**config.mk**
```make
export PLATFORM = sky130hd
export DESIGN_NAME = checksum_feeder
export DESIGN_NICKNAME = d
export VERILOG_FILES = /design/src/rtl/checksum_feeder.sv
export SDC_FILE = /design/constraint.sdc
export NUM_CORES = 1
export LEC_CHECK = 0
export ABC_AREA = 1
export CAP_MARGIN = 25
export CELL_PAD_IN_SITES_DETAIL_PLACEMENT = 1
export CELL_PAD_IN_SITES_GLOBAL_PLACEMENT = 2
export CORE_MARGIN = 3
export CORE_UTILIZATION = 44
export DETAILED_ROUTE_END_ITERATION = 12
export PLACE_DENSITY_LB_ADDON = 0.1
export SLEW_MARGIN = 10
export SYNTH_ARGS = -nofsm -noshare
export SYNTH_HDL_FRONTEND = slang
export SYNTH_SLANG_ARGS = --single-unit
```
**constraint.sdc**
```tcl
create_clock -name clk -period 9.8 [get_ports clk]
set_input_delay 1.96 -clock clk [delete_from_list [all_inputs] [get_ports clk]]
set_output_delay 1.96 -clock clk [all_outputs]
set_load 0.01 [all_outputs]
```
**src/rtl/checksum_feeder.sv**
```systemverilog
`default_nettype none
// ---------------------------------------------------------------------------
// checksum_feeder: CSR-loaded FIFO that arms the checksum accumulator, streams
// the queued words into it and captures the returned sum. Optional watchdog:
// define CHECKSUM_FEEDER_TIMEOUT_EN.   Rev 1.0
// ---------------------------------------------------------------------------
module checksum_feeder #(
    parameter int FIFO_DEPTH = 16
) (
    input  logic        clk,
    input  logic        reset,
    input  logic [2:0]  s_address,
    input  logic        s_write,
    input  logic [63:0] s_writedata,
    input  logic        s_read,
    output logic [63:0] s_readdata,
    output logic        irq,
    output logic [9:0]  m_address,
    output logic        m_write,
    output logic [63:0] m_writedata,
    output logic        m_read,
    input  logic [63:0] m_readdata,
    input  logic        m_irq
);
    localparam int AW = $clog2(FIFO_DEPTH);
    localparam int LW = AW + 1;

    typedef enum logic [2:0] {
        S_IDLE     = 3'd0,
        S_ARM      = 3'd1,
        S_SEND     = 3'd2,
        S_WAIT_IRQ = 3'd3,
        S_READ     = 3'd4,
        S_CAPTURE  = 3'd5
    } state_t;

    state_t         r_state;
    state_t         w_state_nxt;
    logic [63:0]    r_mem [FIFO_DEPTH];
    logic [AW-1:0]  r_wr_ptr;
    logic [AW-1:0]  r_rd_ptr;
    logic [LW-1:0]  r_level;
    logic [15:0]    r_len;
    logic [15:0]    r_remain;
    logic [31:0]    r_result;
    logic           r_done;
    logic           r_ovf;
    logic           r_tmo;
    logic           r_irq;
    logic [63:0]    r_rdata;
    logic [63:0]    w_status;

    logic w_wr_data, w_wr_ctrl, w_start, w_clr, w_abort, w_go;
    logic w_empty, w_full, w_push, w_pop, w_drop, w_capture, w_timeout;

    assign w_wr_data = s_write && (s_address == 3'd0);
    assign w_wr_ctrl = s_write && (s_address == 3'd1);
    assign w_start   = w_wr_ctrl && s_writedata[0];
    assign w_clr     = w_wr_ctrl && s_writedata[1];
    assign w_abort   = w_wr_ctrl && s_writedata[2];
    assign w_go      = w_start && !w_abort && (r_state == S_IDLE);

    assign w_empty   = (r_level == '0);
    assign w_full    = (r_level == LW'(FIFO_DEPTH));
    assign w_pop     = (r_state == S_SEND) && !w_empty;
    // A DATA write can never coincide with ABORT: both come through the one CSR port.
    assign w_push    = w_wr_data && (!w_full || w_pop);
    assign w_drop    = w_wr_data && !w_push;
    assign w_capture = (r_state == S_READ) && !w_abort;

`ifdef CHECKSUM_FEEDER_TIMEOUT_EN
    logic [9:0] r_wdog;
    logic       w_wdog_run;
    assign w_wdog_run = (r_state == S_WAIT_IRQ) || ((r_state == S_SEND) && w_empty);
    assign w_timeout  = w_wdog_run && (r_wdog == 10'h3FF);

    always_ff @(posedge clk or posedge reset) begin
        if (reset) begin
            r_wdog <= '0;
        end else if (!w_wdog_run) begin
            r_wdog <= '0;
        end else begin
            r_wdog <= r_wdog + 10'd1;
        end
    end
`else
    assign w_timeout = 1'b0;
`endif

    always_comb begin
        w_state_nxt = r_state;
        m_write     = 1'b0;
        m_address   = '0;
        m_writedata = '0;
        m_read      = 1'b0;
        case (r_state)
            S_IDLE: begin
                if (w_start) w_state_nxt = S_ARM;
            end
            S_ARM: begin
                m_write     = 1'b1;
                m_address   = 10'h200;
                m_writedata = {48'h0, r_len};
                w_state_nxt = (r_len != 16'd0) ? S_SEND : S_WAIT_IRQ;
            end
            S_SEND: begin
                if (w_pop) begin
                    m_write     = 1'b1;
                    m_writedata = r_mem[r_rd_ptr];
                    if (r_remain == 16'd1) w_state_nxt = S_WAIT_IRQ;
                end
            end
            S_WAIT_IRQ: begin
                if (m_irq) w_state_nxt = S_READ;
            end
            S_READ: begin
                m_read      = 1'b1;
                w_state_nxt = S_CAPTURE;
            end
            S_CAPTURE: w_state_nxt = S_IDLE;
            default:   w_state_nxt = S_IDLE;
        endcase
        if (w_timeout || w_abort) w_state_nxt = S_IDLE;
    end

    always_ff @(posedge clk) begin
        if (w_push) r_mem[r_wr_ptr] <= s_writedata;
    end

    always_ff @(posedge clk or posedge reset) begin
        if (reset) begin
            r_wr_ptr <= '0;
            r_rd_ptr <= '0;
            r_level  <= '0;
        end else if (w_abort) begin
            r_wr_ptr <= '0;
            r_rd_ptr <= '0;
            r_level  <= '0;
        end else begin
            if (w_push) r_wr_ptr <= r_wr_ptr + 1'b1;
            if (w_pop)  r_rd_ptr <= r_rd_ptr + 1'b1;
            if (w_push && !w_pop)      r_level <= r_level + 1'b1;
            else if (w_pop && !w_push) r_level <= r_level - 1'b1;
        end
    end

    // The accumulator returns its sum combinationally, so readdata is sampled in the m_read cycle.
    always_ff @(posedge clk or posedge reset) begin
        if (reset) begin
            r_state  <= S_IDLE;
            r_len    <= '0;
            r_remain <= '0;
            r_result <= '0;
            r_done   <= 1'b0;
            r_ovf    <= 1'b0;
            r_tmo    <= 1'b0;
            r_irq    <= 1'b0;
        end else begin
            r_state <= w_state_nxt;
            if (s_write && (s_address == 3'd2)) r_len <= s_writedata[15:0];
            if (r_state == S_ARM) r_remain <= r_len;
            else if (w_pop)       r_remain <= r_remain - 16'd1;
            if (w_capture) r_result <= m_readdata[31:0];
            if (w_capture)          r_done <= 1'b1;
            else if (w_clr || w_go) r_done <= 1'b0;
            if (w_capture || w_timeout) r_irq <= 1'b1;
            else if (w_clr || w_go)     r_irq <= 1'b0;
            if (w_drop)     r_ovf <= 1'b1;
            else if (w_clr) r_ovf <= 1'b0;
            if (w_timeout)  r_tmo <= 1'b1;
            else if (w_clr) r_tmo <= 1'b0;
        end
    end

    always_comb begin
        w_status         = '0;
        w_status[0]      = (r_state != S_IDLE);
        w_status[1]      = r_done;
        w_status[2]      = r_ovf;
        w_status[3]      = r_tmo;
        w_status[8 +: LW] = r_level;
    end

    always_ff @(posedge clk or posedge reset) begin
        if (reset) begin
            r_rdata <= '0;
        end else if (s_read) begin
            case (s_address)
                3'd2:    r_rdata <= {48'h0, r_len};
                3'd3:    r_rdata <= w_status;
                3'd4:    r_rdata <= {32'h0, r_result};
                default: r_rdata <= '0;
            endcase
        end
    end

    assign s_readdata = r_rdata;
    assign irq        = r_irq;

    logic w_unused;
    assign w_unused = &{1'b0, s_writedata[63:16], m_readdata[63:32]};

endmodule
`default_nettype wire

```
---- Yosys cells after proc, flatten, opt, wreduce, memory -nomap -nowiden ----
Memory sizes are Yosys's and may differ from the RTL's.
Cells that the tools add are included.
word-level totals
  register bits after elaboration ......... 146
  latch bits .............................. 0
  memory bits (writable) .................. 1024
  ROM bits ................................ 0
  bits of input ports ..................... 136
  memories ................................ 1
memory list
  memory  words  bits a word  rd ports  clocked after memory_dff  write ports  line  text
  r_mem   16     64           1         0                         1            39    logic [63:0] r_mem [FIFO_DEPTH];
operators by class
  add/sub/neg operators ................... 5
  multipliers ............................. 0
  div/mod/pow operators ................... 0
  $lt $le $gt $ge ......................... 0
  equality and inequality tests ........... 14
  shifts and indexed selects .............. 0
  multiplexer cells ....................... 29
  bitwise operators ....................... 0
  reductions and logical operators ........ 33
operators with widths
  operator                                                                count
  64-bit one-hot mux with 2 select lines                                  1
  32-bit one-hot mux with 3 select lines                                  1
  64-bit two-way mux                                                      1
  16-bit two-way mux                                                      2
  16-bit by 1-bit equality test with 1-bit output, second input constant  1
  4-bit two-way mux                                                       4
  16-bit nonzero test                                                     1
  16-bit by 1-bit subtractor with 16-bit output, second input constant    1
  3-bit two-way mux                                                       5
  5-bit two-way mux                                                       3
  3-bit one-hot mux with 5 select lines                                   1
  1-bit logical AND                                                       14
  3-bit by 2-bit equality test with 1-bit output, second input constant   4
  10-bit two-way mux                                                      1
  2-bit nonzero test                                                      5
  1-bit two-way mux                                                       9
  3-bit != test, second input constant                                    3
  4-bit by 1-bit adder with 4-bit output, second input constant           2
  3-bit by 1-bit equality test with 1-bit output, second input constant   2
  3-bit equality test, second input constant                              2
  3-bit logical NOT                                                       2
  3-bit nonzero test                                                      2
  5-bit by 1-bit adder with 5-bit output, second input constant           1
  5-bit equality test, second input constant                              1
  other kinds (7)                                                         12

---- Depth between registers and ports, before layout ----
  word-level depth ........................ 10
  mapped depth ............................ 12
  depth with buffers taken out ............ 12

---- Worst setup path after synthesis ----
No wires, ideal clock.
  path kind ............................... input port to flip-flop
  start point ............................. input s_address[1]
  end point ............................... memory r_mem[15][0] (enable)
  setup time .............................. 0.486 ns
  data arrival time ....................... 5.344 ns
  setup slack ............................. 3.970 ns
  stages on the path ...................... 7
  path buffers ............................ 0
  path through ............................ nor2_1 -> inv_1 -> nor2_1 -> nand2_1 -> inv_1 -> nand3_1 -> nor2_1
on the way
  cells in the longest elaborated chain, start to end .. 5
ends and longest elaborated chain
  item                                     line  text
  start, declared                          12    input logic [2:0] s_address,
  3-bit logical NOT                        56    assign w_wr_data = s_write && (s_address == 3'd0);
  1-bit logical AND                        56
  1-bit logical AND                        67    assign w_push = w_wr_data && (!w_full || w_pop);
  1-bit two-way mux                        127   if (w_push) r_mem[r_wr_ptr] <= s_writedata;
  1-bit two-way mux (not written as such)  127
  end, declared                            39
No other way between the ends.

---- Worst setup path in the final report ----
  start point ............................. register r_rd_ptr[1]
  end point ............................... output m_writedata[1]
on the way
  cells in the longest elaborated chain, start to end .. 3
ends and longest elaborated chain
  item                                    line  text
  start, declared                         41    logic [AW-1:0] r_rd_ptr;
  start signal, assigned                  141   if (w_pop) r_rd_ptr <= r_rd_ptr + 1'b1;
  memory 16 x 64 bit                      -
  64-bit two-way mux                      107   if (w_pop) begin
  64-bit one-hot mux with 2 select lines  96    case (r_state)
  end, declared                           20    output logic [63:0] m_writedata,
No other way between the ends.

==> results.ini <==
[yosys]
synth_warnings = 0
synthXorXnorAreaFrac_pct = 0.208
synth-simple-area-share_pct = 11.1
yosysSeqAreaShare_pct = 72.7
netlist-cell-type-count = 33
area_of_the_mapped_netlist_sq_um = 46200
combinational_family_with_the_most_area_after_synthesis = simple AND/OR/NAND/NOR gates
synth.area.mux_share_pct = 0.779
yosys.area_share.adder_pct = 0.341
avgSynthCellArea_sq_um = 12.3
dominantRegCellSynth = edfxtp_1
synth_compound_area_share_pct = 10.9
synth_async_sr_flop_share_pct = 10.0
synth_edf_count = 1024
synthesis.instances = 3773
synth_seq_cells = 1138

[die]
die_w_microns = 330
floorplan.initialDensity_pct = 44.5
floorplan.io_pins = 277
rows = 118
core_area_sq_um = 104000
dieArea_sq_um = 109000
die_span_y_microns = 330

[route]
number_of_remaining_drc_errors = 0
total_wirelength_of_the_detailed_routed_design_microns = 134000
vias_per_cell = 5.67
dr_total_vias = 30600
initial_detailed_routing_violation_count = 2130
first_pass_iters = 5
postRouteAntennaNets = 0
wl_per_cell_microns = 24.9

[setup_path]
worstPathBufferInverterCount = 3
r2r_setup_slack_ps = 6060
critPathKind = register to output pin
arr_time_crit_path_ps = 4830
critical_path.endpoint_type = output pin
worst-endpoint-required_ps = 7840
timing.critical_path.slowest_cell_delay_ps = 870
critPathTopFamily = buffers and inverters
critical_path.startpoint_type = register
cpMostUsedCell = nand2_1
crit_slowest_cell = buf_4
cp_cell_sequence = buf_4, buf_4, o21ai_0, o211ai_1, nand2_1, nand2_1, nand3_1, nand2_1, clkdlybuf4s50_1
crit_path_max_fanout = 84

[power_and_ir_drop]
power_density_nw_per_um2 = 267
power_leakage_uw = 0.0180
vdd_drop_max_v = 0.000208
design_power_total_uw = 14200

[timing]
fin_worst_skew_ps = 15.3
fmaxAchievable_ghz = 0.147
timing.final.crit_share_pct = 69.3
max-slew-margin-rel_pct = 26.2
pins_over_their_slew_limit = 0
fin_setup_tns_ps = 0
tightest_slew_ps = 1110
rsz_0062_raised_after_global_routing = false
timing.final.crit_period_ps = 6790
setup-violations-final = 0
fin_ws_ps = 3010
final_hold_viol_count = 0

[outcome]
run_status = finished, final reports clean

[global_route]
grt-ovfl-total = 0
grt_start_max_net_pins = 187
grt_pass1_wl_microns = 200000
gr-usage-all-layers_pct = 24.5
antenna_found_initial = 7
vias_in_the_first_global_route = 32500

[finish]
area_delta_synth_final_pct = 15.0
drive_gt1_share_pct = 6.98
layout_common_cells = 1,024 x edfxtp_1, 854 x nor2_1, 544 x o21ai_0
stdcell_area_sq_um = 53200
final-seq-area_sq_um = 33600
final_nets = 4060
area_used_by_multi_input_combinational_logic_sq_um = 11100
final_common_cell = edfxtp_1
final_cell_count_no_fill = 5397
final.fill_count = 10600

[placed_design]
dp_hpwl_microns = 69500
gp_routability_congestion = 0.770
detailedPlace.worstSlack_ps = 3370
post_dp_cell_area_sq_um = 49300
place.port_buffers = 203
placed_cells = 5165

[clock_network]
clock_tree_from_tritoncts = yes
clock_tree.buffer_depth = 3
htreeDepth = 3
tritoncts_num_sinks = 1138
cts.hold.buffers_added = 0
clock_latency_reported_for_the_late_side_of_the_worst_skew_pair_ps = 700
resized_cells_post_cts = 0
clk_pin_slew_ps = 60
clk_root_buffer_cell = clkbuf_16
post-cts-setup-buffer-count = 0
cts_buffers = 119

[hold_path]
hold_path.class = register to register

[flow_run]
max_cap_viol_count = 0

==> worst reg2reg max path, stage by stage, from the launching register on <==
cell	delay, ps
dfrtp_1	410
inv_1	120
nand3_1	190
nand4_1	150
nand2_1	120
inv_1	200
nand2_1	290
nor2_4	800
buf_4	880
==> per-stage QoR <==
stage / hold slack [ps] / util (%)
global placement: 487 / 47.4
CTS: 509 / 51.0
finish: 505 / 51.1
global route: 529 / 51.1
floorplan: 470 / -
detailed placement: 495 / 47.5
==> synth_stat cells, types with 7 or more instances <==
| cell type | count | area, sq um |
|---|---|---|
| nand3_1 | 201 | 1010 |
| buf_4 | 59 | 443 |
| buf_6 | 8 | 90.1 |
| nand2_1 | 209 | 785 |
| a21oi_1 | 95 | 475 |
| o221ai_1 | 8 | 70.1 |
| xor2_1 | 9 | 78.8 |
| clkbuf_1 | 133 | 499 |
| mux2_2 | 32 | 360 |
| nor2_1 | 870 | 3270 |
| buf_1 | 30 | 113 |
| ha_1 | 11 | 138 |
| o211ai_1 | 214 | 1610 |
| inv_1 | 113 | 424 |
| o22ai_1 | 9 | 56.3 |
| dfrtp_1 | 114 | 2850 |
| buf_2 | 52 | 260 |
| o21ai_0 | 544 | 2720 |
| o21ai_1 | 15 | 75.1 |
| edfxtp_1 | 1024 | 30700 |
| nand4_1 | 7 | 43.8 |
==> state kept, by name, summed over array words and instances (netlist names) <==
signal	count
r_mem	1024
r_result	32
s_readdata	32
r_len	16
r_remain	16
r_level	5
r_rd_ptr	4
r_wr_ptr	4
r_state	3
irq	1
r_ovf	1
==> cell type report <==
| cell class | instances | share of cell area [%] |
|---|---|---|
| Antenna cell | 4 | 0.0188 |
| Clock buffer | 160 | 5.98 |
| Clock inverter | 62 | 0.918 |
| Inverter | 115 | 0.857 |
| Multi-Input combinational cell | 2278 | 20.8 |
| Sequential cell | 1138 | 63.2 |
| Tap cell | 1380 | 3.25 |
| Timing Repair Buffer | 260 | 4.91 |
==> cell families (layout without fill, tap and decap cells) <==
logic type / after synthesis / in the layout
buf+inv: 397 / 597
compound gates: 890 / 890
other cells: 1 / 45
mux: 32 / 32
simple gates: 1292 / 1292
fa+ha+maj: 12 / 12
flops: 1138 / 1138
xor+xnor: 11 / 11
==> power by group <==
part           switching (uW)  total (uW)  internal, uW
clock network            1830        4250          2430
logic                    2840        4200          1360
registers                 230        5730          5500
==> routing by layer <==
layer	GRT usage, %	wire length (microns)	vias up
met5	0	47	-
met4	6.67	3530	6
li1	-	-	13800
met3	3.54	5750	192
met1	32.4	58600	16000
met2	42.4	66500	688
==> final timing paths <==
kind	to	cells past startpoint	start
hold reg to reg	r_result[28]$_DFFE_PP0P_	1	r_result[28]$_DFFE_PP0P_
setup / recovery	m_writedata[1]	9	r_rd_ptr[1]$_DFFE_PP0P_
setup reg to reg	r_mem[8][30]$_DFFE_PP_	8	r_state[2]$_DFFE_PP0P_
max in group asynchronous	s_readdata[13]$_DFFE_PP0P_	3	reset
min in group asynchronous	r_result[27]$_DFFE_PP0P_	2	reset
hold / removal	r_result[28]$_DFFE_PP0P_	1	r_result[28]$_DFFE_PP0P_
No activity file was read; power rests on OpenSTA's default activity.
